==> config.mk <==
export PLATFORM = sky130hd
export DESIGN_NAME = uart_rx_buffer
export DESIGN_NICKNAME = d
export VERILOG_FILES = /design/src/rtl/uart_rx_buffer.sv
export SDC_FILE = /design/constraint.sdc
export NUM_CORES = 1
export LEC_CHECK = 0
export BUFFER_PORTS_ARGS = -buffer_cell sky130_fd_sc_hd__buf_2
export CAP_MARGIN = 10
export CORE_MARGIN = 4
export CORE_UTILIZATION = 29
export DETAILED_ROUTE_END_ITERATION = 6
export HOLD_SLACK_MARGIN = 0.1
export SLEW_MARGIN = 0
export SYNTH_ARGS = -nofsm -noshare
export SYNTH_HDL_FRONTEND = slang
export SYNTH_SLANG_ARGS = --single-unit
==> constraint.sdc <==
create_clock -name sample_Clk -period 2.2 [get_ports sample_Clk]
set_input_delay 0.22 -clock sample_Clk [delete_from_list [all_inputs] [get_ports sample_Clk]]
set_output_delay 0.22 -clock sample_Clk [all_outputs]
set_load 0.005 [all_outputs]
==> src/rtl/uart_rx_buffer.sv <==
// UART receiver: oversampled 8N1 deserialiser feeding an 8-deep first-word-fall-through FIFO.
// Define UART_RX_PARITY_EN to expect an even parity bit between the data bits and the stop bit.
module uart_rx_buffer #(
   parameter int BUFFER_DEPTH = 8,
   parameter int BUFFER_WIDTH = 8,
   parameter int POINTER_SIZE = 3,
   parameter int OVERSAMPLE   = 16
) (
   input  logic                    sample_Clk,
   input  logic                    reset,
   input  logic                    rx_Serial,
   input  logic                    rd_Sig,
   output logic [BUFFER_WIDTH-1:0] rx_Data,
   output logic                    rx_Valid,
   output logic                    sig_Full,
   output logic                    sig_Empty,
   output logic                    frame_Err,
   output logic                    overrun_Err,
   output logic                    parity_Err
);

   localparam int TICK_W = $clog2(OVERSAMPLE);
   localparam int BIT_W  = $clog2(BUFFER_WIDTH);
   localparam logic [TICK_W-1:0] TICK_MID  = TICK_W'(OVERSAMPLE / 2 - 1);
   localparam logic [TICK_W-1:0] TICK_LAST = TICK_W'(OVERSAMPLE - 1);
   localparam logic [BIT_W-1:0]  BIT_LAST  = BIT_W'(BUFFER_WIDTH - 1);

   typedef enum logic [2:0] {
      IDLE,
      START,
      DATA,
`ifdef UART_RX_PARITY_EN
      PARITY,
`endif
      STOP
   } state_t;

   state_t state_q, state_d;

   logic                    rx_meta_q, rx_meta_d;
   logic                    rx_s_q, rx_s_d;
   logic [TICK_W-1:0]       tick_q, tick_d;
   logic [BIT_W-1:0]        bit_q, bit_d;
   logic [BUFFER_WIDTH-1:0] shift_q, shift_d;
   logic [POINTER_SIZE-1:0] wr_ptr_q, wr_ptr_d;
   logic [POINTER_SIZE-1:0] rd_ptr_q, rd_ptr_d;
   logic                    empty_q, empty_d;
   logic                    full_q, full_d;
   logic                    frame_err_q, frame_err_d;
   logic                    overrun_err_q, overrun_err_d;
   logic [BUFFER_WIDTH-1:0] mem_q [BUFFER_DEPTH];
   logic [BUFFER_WIDTH-1:0] mem_d [BUFFER_DEPTH];
`ifdef UART_RX_PARITY_EN
   logic                    par_bad_q, par_bad_d;
   logic                    parity_err_q, parity_err_d;
   logic                    parity_sample;
`endif

   logic                    at_mid, at_last;
   logic                    tick_clr, data_sample, stop_sample;
   logic                    byte_ok, do_push, do_pop;
   logic [POINTER_SIZE-1:0] wr_inc, rd_inc;

   always_ff @(posedge sample_Clk) begin
      if (reset) state_q <= IDLE;
      else       state_q <= state_d;
   end

   always_comb begin
      state_d = state_q;
      unique case (state_q)
         IDLE:   if (!rx_s_q) state_d = START;
         START:  if (at_mid) state_d = rx_s_q ? IDLE : DATA;
         DATA:
            if (at_last && (bit_q == BIT_LAST)) begin
`ifdef UART_RX_PARITY_EN
               state_d = PARITY;
`else
               state_d = STOP;
`endif
            end
`ifdef UART_RX_PARITY_EN
         PARITY: if (at_last) state_d = STOP;
`endif
         STOP:   if (at_last) state_d = IDLE;
         default: state_d = IDLE;
      endcase
   end

   always_comb begin
      at_mid      = (tick_q == TICK_MID);
      at_last     = (tick_q == TICK_LAST);
      data_sample = (state_q == DATA) && at_last;
      stop_sample = (state_q == STOP) && at_last;
`ifdef UART_RX_PARITY_EN
      parity_sample = (state_q == PARITY) && at_last;
`endif
      // START only counts up to mid-bit; every other busy state runs a full bit period.
      tick_clr = (state_q == IDLE) || ((state_q == START) ? at_mid : at_last);
   end

   always_comb begin
      rx_meta_d = rx_Serial;
      rx_s_d    = rx_meta_q;
      tick_d    = tick_clr ? '0 : tick_q + TICK_W'(1);

      bit_d   = bit_q;
      shift_d = shift_q;
      if (state_q == IDLE) begin
         bit_d = '0;
      end else if (data_sample) begin
         bit_d   = (bit_q == BIT_LAST) ? '0 : bit_q + BIT_W'(1);
         shift_d = {rx_s_q, shift_q[BUFFER_WIDTH-1:1]};
      end

`ifdef UART_RX_PARITY_EN
      par_bad_d = par_bad_q;
      if (parity_sample) par_bad_d = rx_s_q ^ (^shift_q);
      byte_ok      = stop_sample && rx_s_q && !par_bad_q;
      parity_err_d = stop_sample && rx_s_q && par_bad_q;
`else
      byte_ok = stop_sample && rx_s_q;
`endif

      // A pop on the same edge frees a slot, so a full FIFO still accepts the byte.
      do_pop        = rd_Sig && !empty_q;
      do_push       = byte_ok && (!full_q || do_pop);
      frame_err_d   = stop_sample && !rx_s_q;
      overrun_err_d = byte_ok && full_q && !do_pop;

      wr_inc   = wr_ptr_q + POINTER_SIZE'(1);
      rd_inc   = rd_ptr_q + POINTER_SIZE'(1);
      wr_ptr_d = do_push ? wr_inc : wr_ptr_q;
      rd_ptr_d = do_pop  ? rd_inc : rd_ptr_q;

      mem_d = mem_q;
      if (do_push) mem_d[wr_ptr_q] = shift_q;

      empty_d = empty_q;
      full_d  = full_q;
      if (do_push && !do_pop) begin
         empty_d = 1'b0;
         full_d  = (wr_inc == rd_ptr_q);
      end else if (do_pop && !do_push) begin
         full_d  = 1'b0;
         empty_d = (rd_inc == wr_ptr_q);
      end
   end

   always_ff @(posedge sample_Clk) begin
      if (reset) begin
         rx_meta_q     <= 1'b1;
         rx_s_q        <= 1'b1;
         tick_q        <= '0;
         bit_q         <= '0;
         shift_q       <= '0;
         wr_ptr_q      <= '0;
         rd_ptr_q      <= '0;
         empty_q       <= 1'b1;
         full_q        <= 1'b0;
         frame_err_q   <= 1'b0;
         overrun_err_q <= 1'b0;
`ifdef UART_RX_PARITY_EN
         par_bad_q     <= 1'b0;
         parity_err_q  <= 1'b0;
`endif
      end else begin
         rx_meta_q     <= rx_meta_d;
         rx_s_q        <= rx_s_d;
         tick_q        <= tick_d;
         bit_q         <= bit_d;
         shift_q       <= shift_d;
         wr_ptr_q      <= wr_ptr_d;
         rd_ptr_q      <= rd_ptr_d;
         empty_q       <= empty_d;
         full_q        <= full_d;
         frame_err_q   <= frame_err_d;
         overrun_err_q <= overrun_err_d;
`ifdef UART_RX_PARITY_EN
         par_bad_q     <= par_bad_d;
         parity_err_q  <= parity_err_d;
`endif
      end
   end

   // Storage needs no reset: the head is masked to zero whenever the FIFO is empty.
   always_ff @(posedge sample_Clk) begin
      mem_q <= mem_d;
   end

   always_comb begin
      rx_Data     = empty_q ? '0 : mem_q[rd_ptr_q];
      rx_Valid    = !empty_q;
      sig_Full    = full_q;
      sig_Empty   = empty_q;
      frame_Err   = frame_err_q;
      overrun_Err = overrun_err_q;
`ifdef UART_RX_PARITY_EN
      parity_Err  = parity_err_q;
`else
      parity_Err  = 1'b0;
`endif
   end

endmodule
# After elaboration in Yosys (flattened, before gate mapping)
# Cells that the tools add are included.
# word_totals
reg_bits,94
wordCells,86
# classes
magnitude_cmp,3
addsub,4
n_mux,19
n_eq_ne,12
n_bitwise,3
reduce_logical,25
# ops
operator,count
bitwise mux 64 bit,1
2-to-1 mux 8 bit,4
binary-select mux 8 bit (select 3 bit),1
demux 8 bit (select 3 bit),1
2-to-1 mux 3 bit,5
logical AND 1 bit,12
one-hot mux 3 bit (4 select lines),1
"adder 3 x 1 -> 3 bit, second input constant",3
"greater-or-equal comparator 4 bit, second input constant",2
"inequality test 2 bit, second input constant",4
inverter 3 -> 4 bit,2
"equality test 3 x 2 -> 1 bit, second input constant",2
equality test 3 bit,2
logical NOT 1 bit,5
2-to-1 mux 1 bit,5
"adder 4 x 1 -> 4 bit, second input constant",1
"equality test 4 x 3 -> 1 bit, second input constant",1
"equality test 4 bit, second input constant",1
"< comparator 4 x 1 -> 1 bit, second input constant",1
AND reduction 4 bit,1
OR reduction 2 bit,2
"equality test 3 x 1 -> 1 bit, second input constant",1
"equality test 3 bit, second input constant",1
logical NOT 3 bit,1
5 further kinds,6

# Depth between registers and ports, before layout
# Gate-level depths: netlist of the first run.
# depth
word_depth,8
depth_mapped,8

# Least setup slack after synthesis of the first run
# Ideal clock, no wire load.
# synth_path
kind,register to register
startpoint,register tick_q[0]
endpoint,"register empty_q, in the netlist sig_Empty"
n_path_buf,2
setup_ns,0.074
t_arrival_ns,2.071
period_less_slack_ns,2.145
path_slack_ns,0.055
stages_incl_launch_ff,9
path_cell_list,dfxtp_1 ha_1 buf_2 nand4_4 a211oi_4 buf_6 ha_1 or4_1 o21ai_0
# synth_between
elab_chain_len,7
elab_cells_between_ends,9
classes_between,1 x eq/ne; 1 x mux; 7 x reduce/logical
# synth_rtl
item,line,rtl
"start, declared",42,"logic [TICK_W-1:0] tick_q, tick_d;"
"start signal, assigned",170,tick_q <= tick_d;
equality test 4 bit (*),92,at_last = (tick_q == TICK_LAST);
logical AND 1 bit (*),94,stop_sample = (state_q == STOP) && at_last;
logical AND 1 bit (*),122,byte_ok = stop_sample && rx_s_q;
logical AND 1 bit (*),127,do_push = byte_ok && (!full_q || do_pop);
via do_push,61,"logic byte_ok, do_push, do_pop;"
logical NOT 1 bit,144,end else if (do_pop && !do_push) begin
logical AND 1 bit,144,
nonzero test 2 bit (no source line),-,
"end signal, assigned",175,empty_q <= empty_d;
"end, declared",47,"logic empty_q, empty_d;"
# The timed path passes the listed nets; every way through them passes the cells marked *.
# A chain may end at the register's enable or synchronous reset.

# Final worst setup path of the first run
# layout_path
startpoint,register rd_ptr_q[0]
endpoint,output rx_Data[0]
# layout_between
elab_chain_len,5
# layout_rtl
item,line,rtl
"start, declared",46,"logic [POINTER_SIZE-1:0] rd_ptr_q, rd_ptr_d;"
"start signal, assigned",174,rd_ptr_q <= rd_ptr_d;
inverter 3 -> 4 bit (not written as such),192,rx_Data = empty_q ? '0 : mem_q[rd_ptr_q];
binary-select mux 8 bit (select 3 bit),192,
2-to-1 mux 8 bit (not written as such) (2 in series),192,
2-to-1 mux 8 bit,192,
"end, declared",13,"output logic [BUFFER_WIDTH-1:0] rx_Data,"
# Every way passes these cells. The select of a mux whose other input is x is not followed.

==> flow_metrics.py, run 1 <==
metrics = {
    "status": {
        "status": "finished clean",
    },
    "worst_setup_path": {
        "cp-start-kind": "flop",
        "required_ns": 1.98,
        "worstSetupPathType": "reg -> out",
        "cp.arrival_ns": 1.90,
        "worstSetupEndpointType": "primary output",
        "crit_fanout": 16,
        "r2r_slack_ns": 0.13,
    },
    "power_and_ir_drop": {
        "power.leakage_nw": 1.62,
        "ir_drop_uv": 367,
        "power_density_nw_per_um2": 727,
        "total_power_mw": 3.35,
    },
    "die": {
        "die_area_um2": 15500,
        "rows": 42,
        "ios": 18,
        "core_um2": 13300,
        "start_util_pct": 29.7,
        "die_x_um": 125,
        "die_h_um": 125,
    },
    "sta": {
        "rsz0062_at_grt": "false",
        "period_share_pct": 96.2,
        "fin_ws_ns": 0.0835,
        "holdWs_ns": 0.250,
        "period_needed_ns": 2.12,
        "fin_setup_tns_ns": 0,
        "setup_violations": 0,
        "fin_skew_ns": 0.00831,
        "max_freq_mhz": 472,
        "finalMaxSlewViolations": 0,
        "worstMarginPinSlew_ns": 0.571,
        "hold_violations": 0,
        "slew_headroom_pct": 61.9,
    },
    "placed_design": {
        "pre_cts_ws_ns": 0.139,
        "dp_hpwl_mm": 4.83,
        "placed_area_um2": 4260,
        "io_buffers": 16,
        "dp_cells": 442,
        "gp_congestion": 0.776,
    },
    "routing": {
        "drt_iter0_markers": 98,
        "num_vias": 2137,
        "postRouteWirelength_mm": 7.11,
        "first_pass_iters": 4,
        "wl_per_cell_um": 15.3,
        "ant_nets": 0,
        "vias_per_cell": 4.59,
        "drc": 0,
    },
    "clock_network": {
        "cts_root_buf": "clkbuf_16",
        "clock_sinks": 93,
        "htree_levels": 3,
        "numCtsBuffers": 9,
        "cts_tree": "yes",
        "clock_latency_ns": 0.33,
        "clockBufferDepth": 2,
        "clk_pin_slew_worst_paths_ns": 0.06,
    },
    "synthesis": {
        "yosysWarningCount": 0,
        "netlist_instances": 253,
        "syn_nets": 263,
        "syn-cell-area_um2": 3950,
        "synth_ff_type": "edfxtp_1",
        "synth-seq-area-share_pct": 63.4,
        "ys_async_sr_fraction_pct": 0,
        "ys_seq_elements": 93,
        "avgSynthCellArea_um2": 15.6,
        "ys_types": 56,
        "synth_edf_count": 64,
    },
    "global_routing": {
        "antenna_found_initial": 0,
        "grt_pass1_wl_mm": 11.5,
        "grt_pass1_vias": 2137,
        "grt_start_max_net_pins": 38,
        "track_usage_pct": 9.41,
        "grt_overflow": 0,
    },
    "run": {
        "cap_violations": 0,
    },
    "worst_hold_path": {
        "hold_class": "in -> reg",
    },
    "final_layout": {
        "final_cells": 466,
        "drive_above_1_share_pct": 25.5,
        "utilization_pct": 34.7,
        "nets": 295,
        "finalInstanceArea_um2": 4620,
        "nFillCells": 1256,
        "diodes": 0,
        "area_growth_pct": 16.9,
    },
}
-- path summary, 6_finish.rpt --
kind / from / end / cells after the start
max: rd_ptr_q[0] / rx_Data[0] / 4
min: rd_Sig / rd_ptr_q[2] / 4
max reg2reg: tick_q[0] / sig_Empty / 6
min reg2reg: rx_meta_q / rx_s_q / 1
-- cells in the final DEF, fill, tap and decap left out, types with 8 or more instances in the layout --
| cell | synthesis | routed |
|---|---|---|
| edfxtp_1 | 64 | 64 |
| a22o_1 | 8 | 8 |
| dfxtp_1 | 29 | 28 |
| buf_4 | 1 | 21 |
| nand2b_1 | 9 | 9 |
| clkbuf_16 | 0 | 9 |
| mux4_2 | 9 | 9 |
| buf_2 | 7 | 16 |
-- cell usage after synthesis (5+ instances only) --
library cell | count | share of area, %
edfxtp_1 | 64 | 49
dfxtp_1 | 29 | 15
mux4_2 | 9 | 5.1
nand2b_1 | 9 | 1.4
a22o_1 | 8 | 1.8
a21oi_1 | 7 | 0.89
buf_2 | 7 | 0.89
inv_1 | 7 | 0.67
mux4_1 | 7 | 4.7
nor2_1 | 7 | 0.67
o21ai_0 | 7 | 0.89
xnor2_1 | 7 | 1.6
ha_1 | 6 | 1.9
nand3_1 | 6 | 0.76
clkbuf_1 | 5 | 0.48
mux2i_1 | 5 | 1.3
nand3b_1 | 5 | 0.95
nor2b_1 | 5 | 0.79
-- final cells by class --
type / instances / area [um2] / area share, %
flip-flops and latches: 93 / 2500 / 54.2
multi-input cells: 134 / 1300 / 28.2
repair buffers: 39 / 268 / 5.80
clock buffers: 9 / 225 / 4.88
well taps: 176 / 220 / 4.77
clock inverters: 7 / 65.1 / 1.41
inverters: 8 / 30.0 / 0.651
-- flip-flops by register name, indices dropped and copies added (netlist names) --
| signal | cells |
|---|---|
| sig_Full | 1 |
| state_q | 2 |
| wr_ptr_q | 3 |
| overrun_Err | 1 |
| rx_s_q | 1 |
| bit_q | 3 |
| mem_q | 64 |
| rx_meta_q | 1 |
| rd_ptr_q | 3 |
| shift_q | 8 |
| frame_Err | 1 |
| sig_Empty | 1 |
| tick_q | 4 |
-- cells by family after synthesis --
| logic type | synth area share, % |
|---|---|
| other cells | 0.0950 |
| xor+xnor | 2.22 |
| compound gates | 6.72 |
| fa+ha+maj | 1.90 |
| buf+inv | 3.61 |
| mux | 11.6 |
| simple gates | 10.5 |
| flops | 63.4 |
-- report_power, final --
| part | total [mW] | internal [mW] | switching, mW | leakage, nW |
|---|---|---|---|---|
| Clock | 1.47 | 0.791 | 0.681 | 0.140 |
| Sequential | 1.85 | 1.85 | 0.00294 | 0.837 |
| Combinational | 0.0312 | 0.0127 | 0.0184 | 0.644 |
-- timing repair --
| action | 4_1_cts | 5_1_grt |
|---|---|---|
| gates resized for setup | 1 | 0 |
| setup endpoints to repair | 5 | 2 |
| hold buffers | 1 | 0 |
| endpoints found under the hold margin | 1 | 0 |
| buffers inserted | 0 | 7 |
-- critical path, stage by stage, from the launching register on --
cell     delay, ns
dfxtp_2       0.40
buf_12        0.18
mux4_1        0.62
a22o_1        0.25
buf_2         0.12
-- layer usage --
metal | global-route usage (%) | vias up | wire (um) | part of all wire (%)
met4 | 1.55 | 0 | 24 | 0.34
li1 | - | 1045 | - | -
met5 | 0 | - | 0 | 0
met3 | 3.56 | 2 | 222 | 3.1
met1 | 11.6 | 1066 | 3190 | 45
met2 | 16.0 | 24 | 3670 | 52
(Power assumes the default switching activity.)
==> run 2, diff against run 1 <==
- CORE_UTILIZATION: 29 -> 55
- PLACE_DENSITY: unset -> 0.75
==> flow_metrics.py, run 2 (same netlist as run 1, synthesis figures left out) <==
metrics = {
    "sta": {
        "period_share_pct": 95.6,
        "finalMaxSlewViolations": 0,
        "fin_setup_tns_ns": 0,
        "rsz0062_at_grt": "false",
        "setup_violations": 0,
        "period_needed_ns": 2.10,
        "max_freq_mhz": 476,
        "hold_violations": 0,
        "fin_skew_ns": 0.00707,
        "slew_headroom_pct": 62.9,
        "worstMarginPinSlew_ns": 0.557,
    },
    "routing": {
        "vias_per_cell": 5.67,
        "wl_per_cell_um": 17.5,
        "ant_nets": 0,
        "num_vias": 2133,
        "postRouteWirelength_mm": 6.57,
        "drc": 0,
        "first_pass_iters": 4,
        "drt_iter0_markers": 82,
    },
    "clock_network": {
        "htree_levels": 3,
        "clk_pin_slew_worst_paths_ns": 0.09,
        "clock_sinks": 93,
        "cts_tree": "yes",
        "cts_root_buf": "clkbuf_8",
        "clock_latency_ns": 0.35,
        "clockBufferDepth": 2,
        "cts_setup_buffers": 0,
        "numCtsBuffers": 9,
    },
    "die": {
        "ios": 18,
        "rows": 30,
        "die_h_um": 92.7,
        "die_x_um": 92.7,
        "die_area_um2": 8600,
        "start_util_pct": 57.5,
        "core_um2": 6870,
    },
    "worst_setup_path": {
        "required_ns": 1.98,
        "rr_endpoint": "sig_Empty",
        "path_cells": "buf_12 -> mux4_1 -> a22o_1 -> buf_2",
        "worstSetupPathType": "reg -> out",
        "crit_start": "rd_ptr_q[0]",
        "regToRegStartpoint": "tick_q[0]",
        "slowest_stage": "mux4_1",
        "r2r_slack_ns": 0.17,
        "cp.arrival_ns": 1.88,
        "worstSetupEndpointType": "primary output",
        "cp-start-kind": "flop",
        "critPathMaxStageDelay_ns": 0.60,
        "worst-r2r-cell-count": 6,
        "crit_fanout": 19,
    },
    "power_and_ir_drop": {
        "power.leakage_nw": 1.53,
        "ir_drop_uv": 371,
        "power_density_nw_per_um2": 691,
    },
    "final_layout": {
        "largestRegisters": "mem_q: 64 flops, shift_q: 8 flops, tick_q: 4 flops",
        "area_growth_pct": 10.1,
        "finalInstanceArea_um2": 4350,
        "nFillCells": 513,
        "layout_common_cells": "edfxtp_1, dfxtp_1, buf_2",
        "largest-register": "mem_q",
        "final_common_cell": "edfxtp_1",
        "drive_above_1_share_pct": 22.5,
        "seq_area_um2": 2500,
        "diodes": 0,
        "multi_input_area_um2": 1300,
        "nets": 285,
        "largest_register_ffs": 64,
    },
    "placed_design": {
        "dp_hpwl_mm": 4.45,
        "io_buffers": 16,
        "gp_congestion": 0.764,
        "placed_area_um2": 4140,
    },
    "worst_hold_path": {
        "hold_class": "in -> reg",
        "min_path_cells": 4,
        "min_to": "rd_ptr_q[2]",
        "min_from": "rd_Sig",
    },
    "global_routing": {
        "antenna_found_initial": 0,
        "track_usage_pct": 16.9,
        "grt_overflow": 0,
        "grt_pass1_vias": 2133,
        "grt_start_max_net_pins": 38,
        "grt_pass1_wl_mm": 11.1,
    },
    "status": {
        "status": "finished clean",
    },
    "run": {
        "cap_violations": 0,
    },
}
## run 2: layer usage
| layer | wire [um] | up-vias | track usage, % |
|---|---|---|---|
| met2 | 3240 | 46 | 26.9 |
| met1 | 3020 | 1056 | 23.2 |
| li1 | - | 1023 | - |
| met3 | 189 | 8 | 2.76 |
| met4 | 119 | 0 | 7.45 |
| met5 | 0 | - | 0 |
## run 2: per-stage QoR
step                cells  hold slack, ns  total power [mW]  setup WS (ns)  util (%)
floorplan             253           0.324              1.91         0.0551         -
global placement      359           0.402              1.92          0.229      60.3
detailed placement    359           0.407              1.92          0.193      60.3
CTS                   376           0.207              3.03         0.0754      63.3
global route          376           0.233              3.11        0.00294      63.3
finish                376           0.213              3.00         0.0978      63.3
## run 2: repair_timing
action,CTS,global route
hold buffers,1,0
hold endpoints to repair,1,0
resized for setup,0,0
## run 2: worst max path at each step
stage | to | slack, ns | cells past startpoint
after floorplan | sig_Empty | 0.06 | 8
after CTS | rx_Data[7] | 0.08 | 4
final | rx_Data[4] | 0.1 | 4
after global placement | sig_Empty | 0.23 | 6
after global routing | rx_Data[7] | 0.003 | 4
after detailed placement | mem_q[34] | 0.19 | 5
## run 2: cell type report
type / count / share of cell area [%]
clock inverters: 7 / 1.70
well taps: 96 / 2.76
multi-input cells: 134 / 30.0
flip-flops and latches: 93 / 57.6
repair buffers: 29 / 4.43
inverters: 8 / 0.691
clock buffers: 9 / 2.85
## run 2: critical path: cells and delay by family (launching register included)
family	cells	cell delay, ns
AOI/OAI and AO/OA	1	0.24
buffers and inverters	2	0.31
DFF	1	0.36
muxes	1	0.60
## run 2: where the power goes
group          total [mW]  switching, mW  internal (mW)
logic              0.0311         0.0184         0.0127
clock network        1.12          0.592          0.531
registers            1.85        0.00304           1.85
==> run 3, diff against run 2 <==
- ABC_AREA: unset -> 1
- BUFFER_PORTS_ARGS: -buffer_cell sky130_fd_sc_hd__buf_2 -> -buffer_cell sky130_fd_sc_hd__buf_4
- CORE_UTILIZATION: 55 -> 60
- PLACE_DENSITY: 0.75 -> 0.78
- clock period: 2.2 -> 2.3 ns (I/O delays scaled with it)
==> flow_metrics.py, run 3 <==
metrics = {
    "clock_network": {
        "cts_root_buf": "clkbuf_8",
        "cts_resized": 0,
        "clockBufferDepth": 2,
        "cts_tree": "yes",
        "clk_pin_slew_worst_paths_ns": 0.09,
        "cts_setup_buffers": 0,
        "cts_hold_buf": 2,
        "clock_sinks": 93,
        "numCtsBuffers": 9,
        "clock_latency_ns": 0.35,
        "htree_levels": 3,
    },
    "final_layout": {
        "largest-register": "mem_q",
        "drive_above_1_share_pct": 13.4,
        "nets": 422,
        "nFillCells": 484,
        "final_common_cell": "nor2_1",
        "largest_register_ffs": 64,
        "area_growth_pct": 10.3,
        "largestRegisters": "mem_q: 64 flops, shift_q: 8 flops, tick_q: 4 flops",
        "diodes": 0,
        "finalInstanceArea_um2": 4300,
        "layout_common_cells": "nor2_1, nand2_1, edfxtp_1",
    },
    "routing": {
        "num_vias": 2660,
        "first_pass_iters": 4,
        "drt_iter0_markers": 207,
        "vias_per_cell": 5.38,
        "wl_per_cell_um": 15.6,
        "ant_nets": 0,
        "postRouteWirelength_mm": 7.71,
        "drc": 0,
    },
    "worst_setup_path": {
        "worst-path-stages": 6,
        "worst-r2r-cell-count": 11,
        "crit_family": "buffers and inverters",
        "required_ns": 2.07,
        "worstSetupEndpointType": "primary output",
        "regToRegStartpoint": "tick_q[0]",
        "r2r_slack_ns": 0.41,
        "worstSetupPathType": "reg -> out",
        "cp.buffers_inverters": 2,
        "path_cells": "inv_2 -> o21ai_0 -> nand3_1 -> nand2_1 -> nor2_1 -> buf_4",
        "rr_endpoint": "sig_Full",
        "critPathMaxStageDelay_ns": 0.41,
        "cp.arrival_ns": 1.80,
        "slowest_stage": "inv_2",
        "cp-start-kind": "flop",
        "crit_fanout": 35,
    },
    "placed_design": {
        "io_buffers": 16,
        "dp_hpwl_mm": 5.32,
        "placed_area_um2": 4080,
        "gp_congestion": 0.868,
    },
    "sta": {
        "worstMarginPinSlew_ns": 0.543,
        "hold_violations": 0,
        "max_freq_mhz": 493,
        "slew_headroom_pct": 63.7,
        "fin_setup_tns_ns": 0,
        "setup_violations": 0,
        "finalMaxSlewViolations": 0,
        "period_share_pct": 88.2,
        "rsz0062_at_grt": "false",
        "period_needed_ns": 2.03,
        "fin_skew_ns": 0.0106,
    },
    "synthesis": {
        "synth_edf_count": 64,
        "netlist_instances": 390,
        "yosysWarningCount": 0,
        "synth_area_leaders": "edfxtp_1, dfxtp_1, nor2_1",
        "ys_seq_elements": 93,
        "yosysMostFrequentCell": "nor2_1",
        "synth_ff_type": "edfxtp_1",
        "ys_async_sr_fraction_pct": 0,
        "synth-seq-area-share_pct": 64.2,
        "ys_types": 30,
        "avgSynthCellArea_um2": 9.99,
        "syn-cell-area_um2": 3900,
        "synth.top_cell.area_share_pct": 49.3,
        "synth_common_cells": "nor2_1, nand2_1, edfxtp_1, o21ai_0, dfxtp_1",
        "syn_nets": 400,
        "yosys.area.top_type": "edfxtp_1",
    },
    "power_and_ir_drop": {
        "power_density_nw_per_um2": 698,
        "ir_drop_uv": 808,
        "power.leakage_nw": 1.55,
    },
    "status": {
        "status": "finished clean",
    },
    "die": {
        "core_um2": 6310,
        "die_h_um": 88.6,
        "ios": 18,
        "start_util_pct": 61.7,
        "die_x_um": 88.6,
        "die_area_um2": 7850,
        "rows": 29,
    },
    "global_routing": {
        "grt_start_max_net_pins": 36,
        "antenna_found_initial": 0,
        "grt_pass1_wl_mm": 12.7,
        "grt_pass1_vias": 2538,
        "track_usage_pct": 21.9,
        "grt_overflow": 0,
    },
    "worst_hold_path": {
        "min_path_cells": 3,
        "hold_class": "in -> reg",
        "min_from": "rd_Sig",
        "min_to": "rd_ptr_q[1]",
    },
    "run": {
        "cap_violations": 0,
    },
}
run 3: layer usage:
| metal | vias to the layer above | track usage (%) | wire (um) | share of wire [%] |
|---|---|---|---|---|
| met5 | - | 0 | 0 | 0 |
| met1 | 1229 | 30.0 | 3430 | 44 |
| met3 | 15 | 4.66 | 384 | 5.0 |
| li1 | 1347 | - | - | - |
| met2 | 69 | 33.4 | 3690 | 48 |
| met4 | 0 | 11.0 | 203 | 2.6 |
run 3: power by group:
part,total (mW),switching (mW),internal [mW],leakage [nW]
logic,0.137,0.0866,0.0503,0.770
clock network,1.04,0.520,0.516,0.104
registers,1.83,0.0369,1.79,0.675
total,3.00,0.643,2.35,1.55
run 3: stage by stage:
stage               power [mW]  instances  setup WS, ns  hold WS [ns]  util [%]
finish                    3.00        494         0.271         0.196      68.1
global route              3.13        494         0.105         0.193      68.1
CTS                       3.02        494         0.242         0.178      68.1
detailed placement        2.00        476         0.418         0.421      64.6
global placement          1.99        476         0.507         0.401      64.6
floorplan                 1.96        390         0.502         0.299         -
run 3: logic make-up (layout without fill, tap and decap cells):
family	Yosys count	in the layout	share of synthesized area, %
buffers and inverters	34	61	4.17
DFF	93	93	64.2
and+or+nand+nor	189	189	20.5
xor gates and xnor gates	4	4	0.899
other	1	1	0.0962
adders and majority gates	6	6	1.93
AOI/OAI and AO/OA	63	63	8.16
run 3: worst max path at each step:
| stage | from | end |
|---|---|---|
| 5_1_grt | rd_ptr_q[0] | rx_Data[4] |
| 6_report | rd_ptr_q[0] | rx_Data[4] |
| 4_1_cts | rd_ptr_q[0] | rx_Data[4] |
| 3_5_place_dp | tick_q[0] | mem_q[53] |
| 3_3_place_gp | tick_q[0] | mem_q[1] |
| 2_1_floorplan | tick_q[0] | mem_q[56] |
run 3: layout make-up:
type	instances	area (um2)	area share (%)
multi-input cells	263	1230	28.7
inverters	20	77.6	1.81
flip-flops and latches	93	2500	58.2
repair buffers	25	193	4.48
clock inverters	4	18.8	0.437
well taps	77	96.3	2.24
clock buffers	12	178	4.14
run 3: worst reg2reg max path, cell delays in order, from the launching register on:
cell,delay (ns)
dfxtp_1,0.36
ha_1,0.23
nand3_2,0.11
clkinv_1,0.08
nand3_2,0.11
nor2_8,0.18
ha_1,0.28
a21oi_1,0.13
nand2_1,0.09
nor2_1,0.09
nand2_1,0.06
a21oi_1,0.11
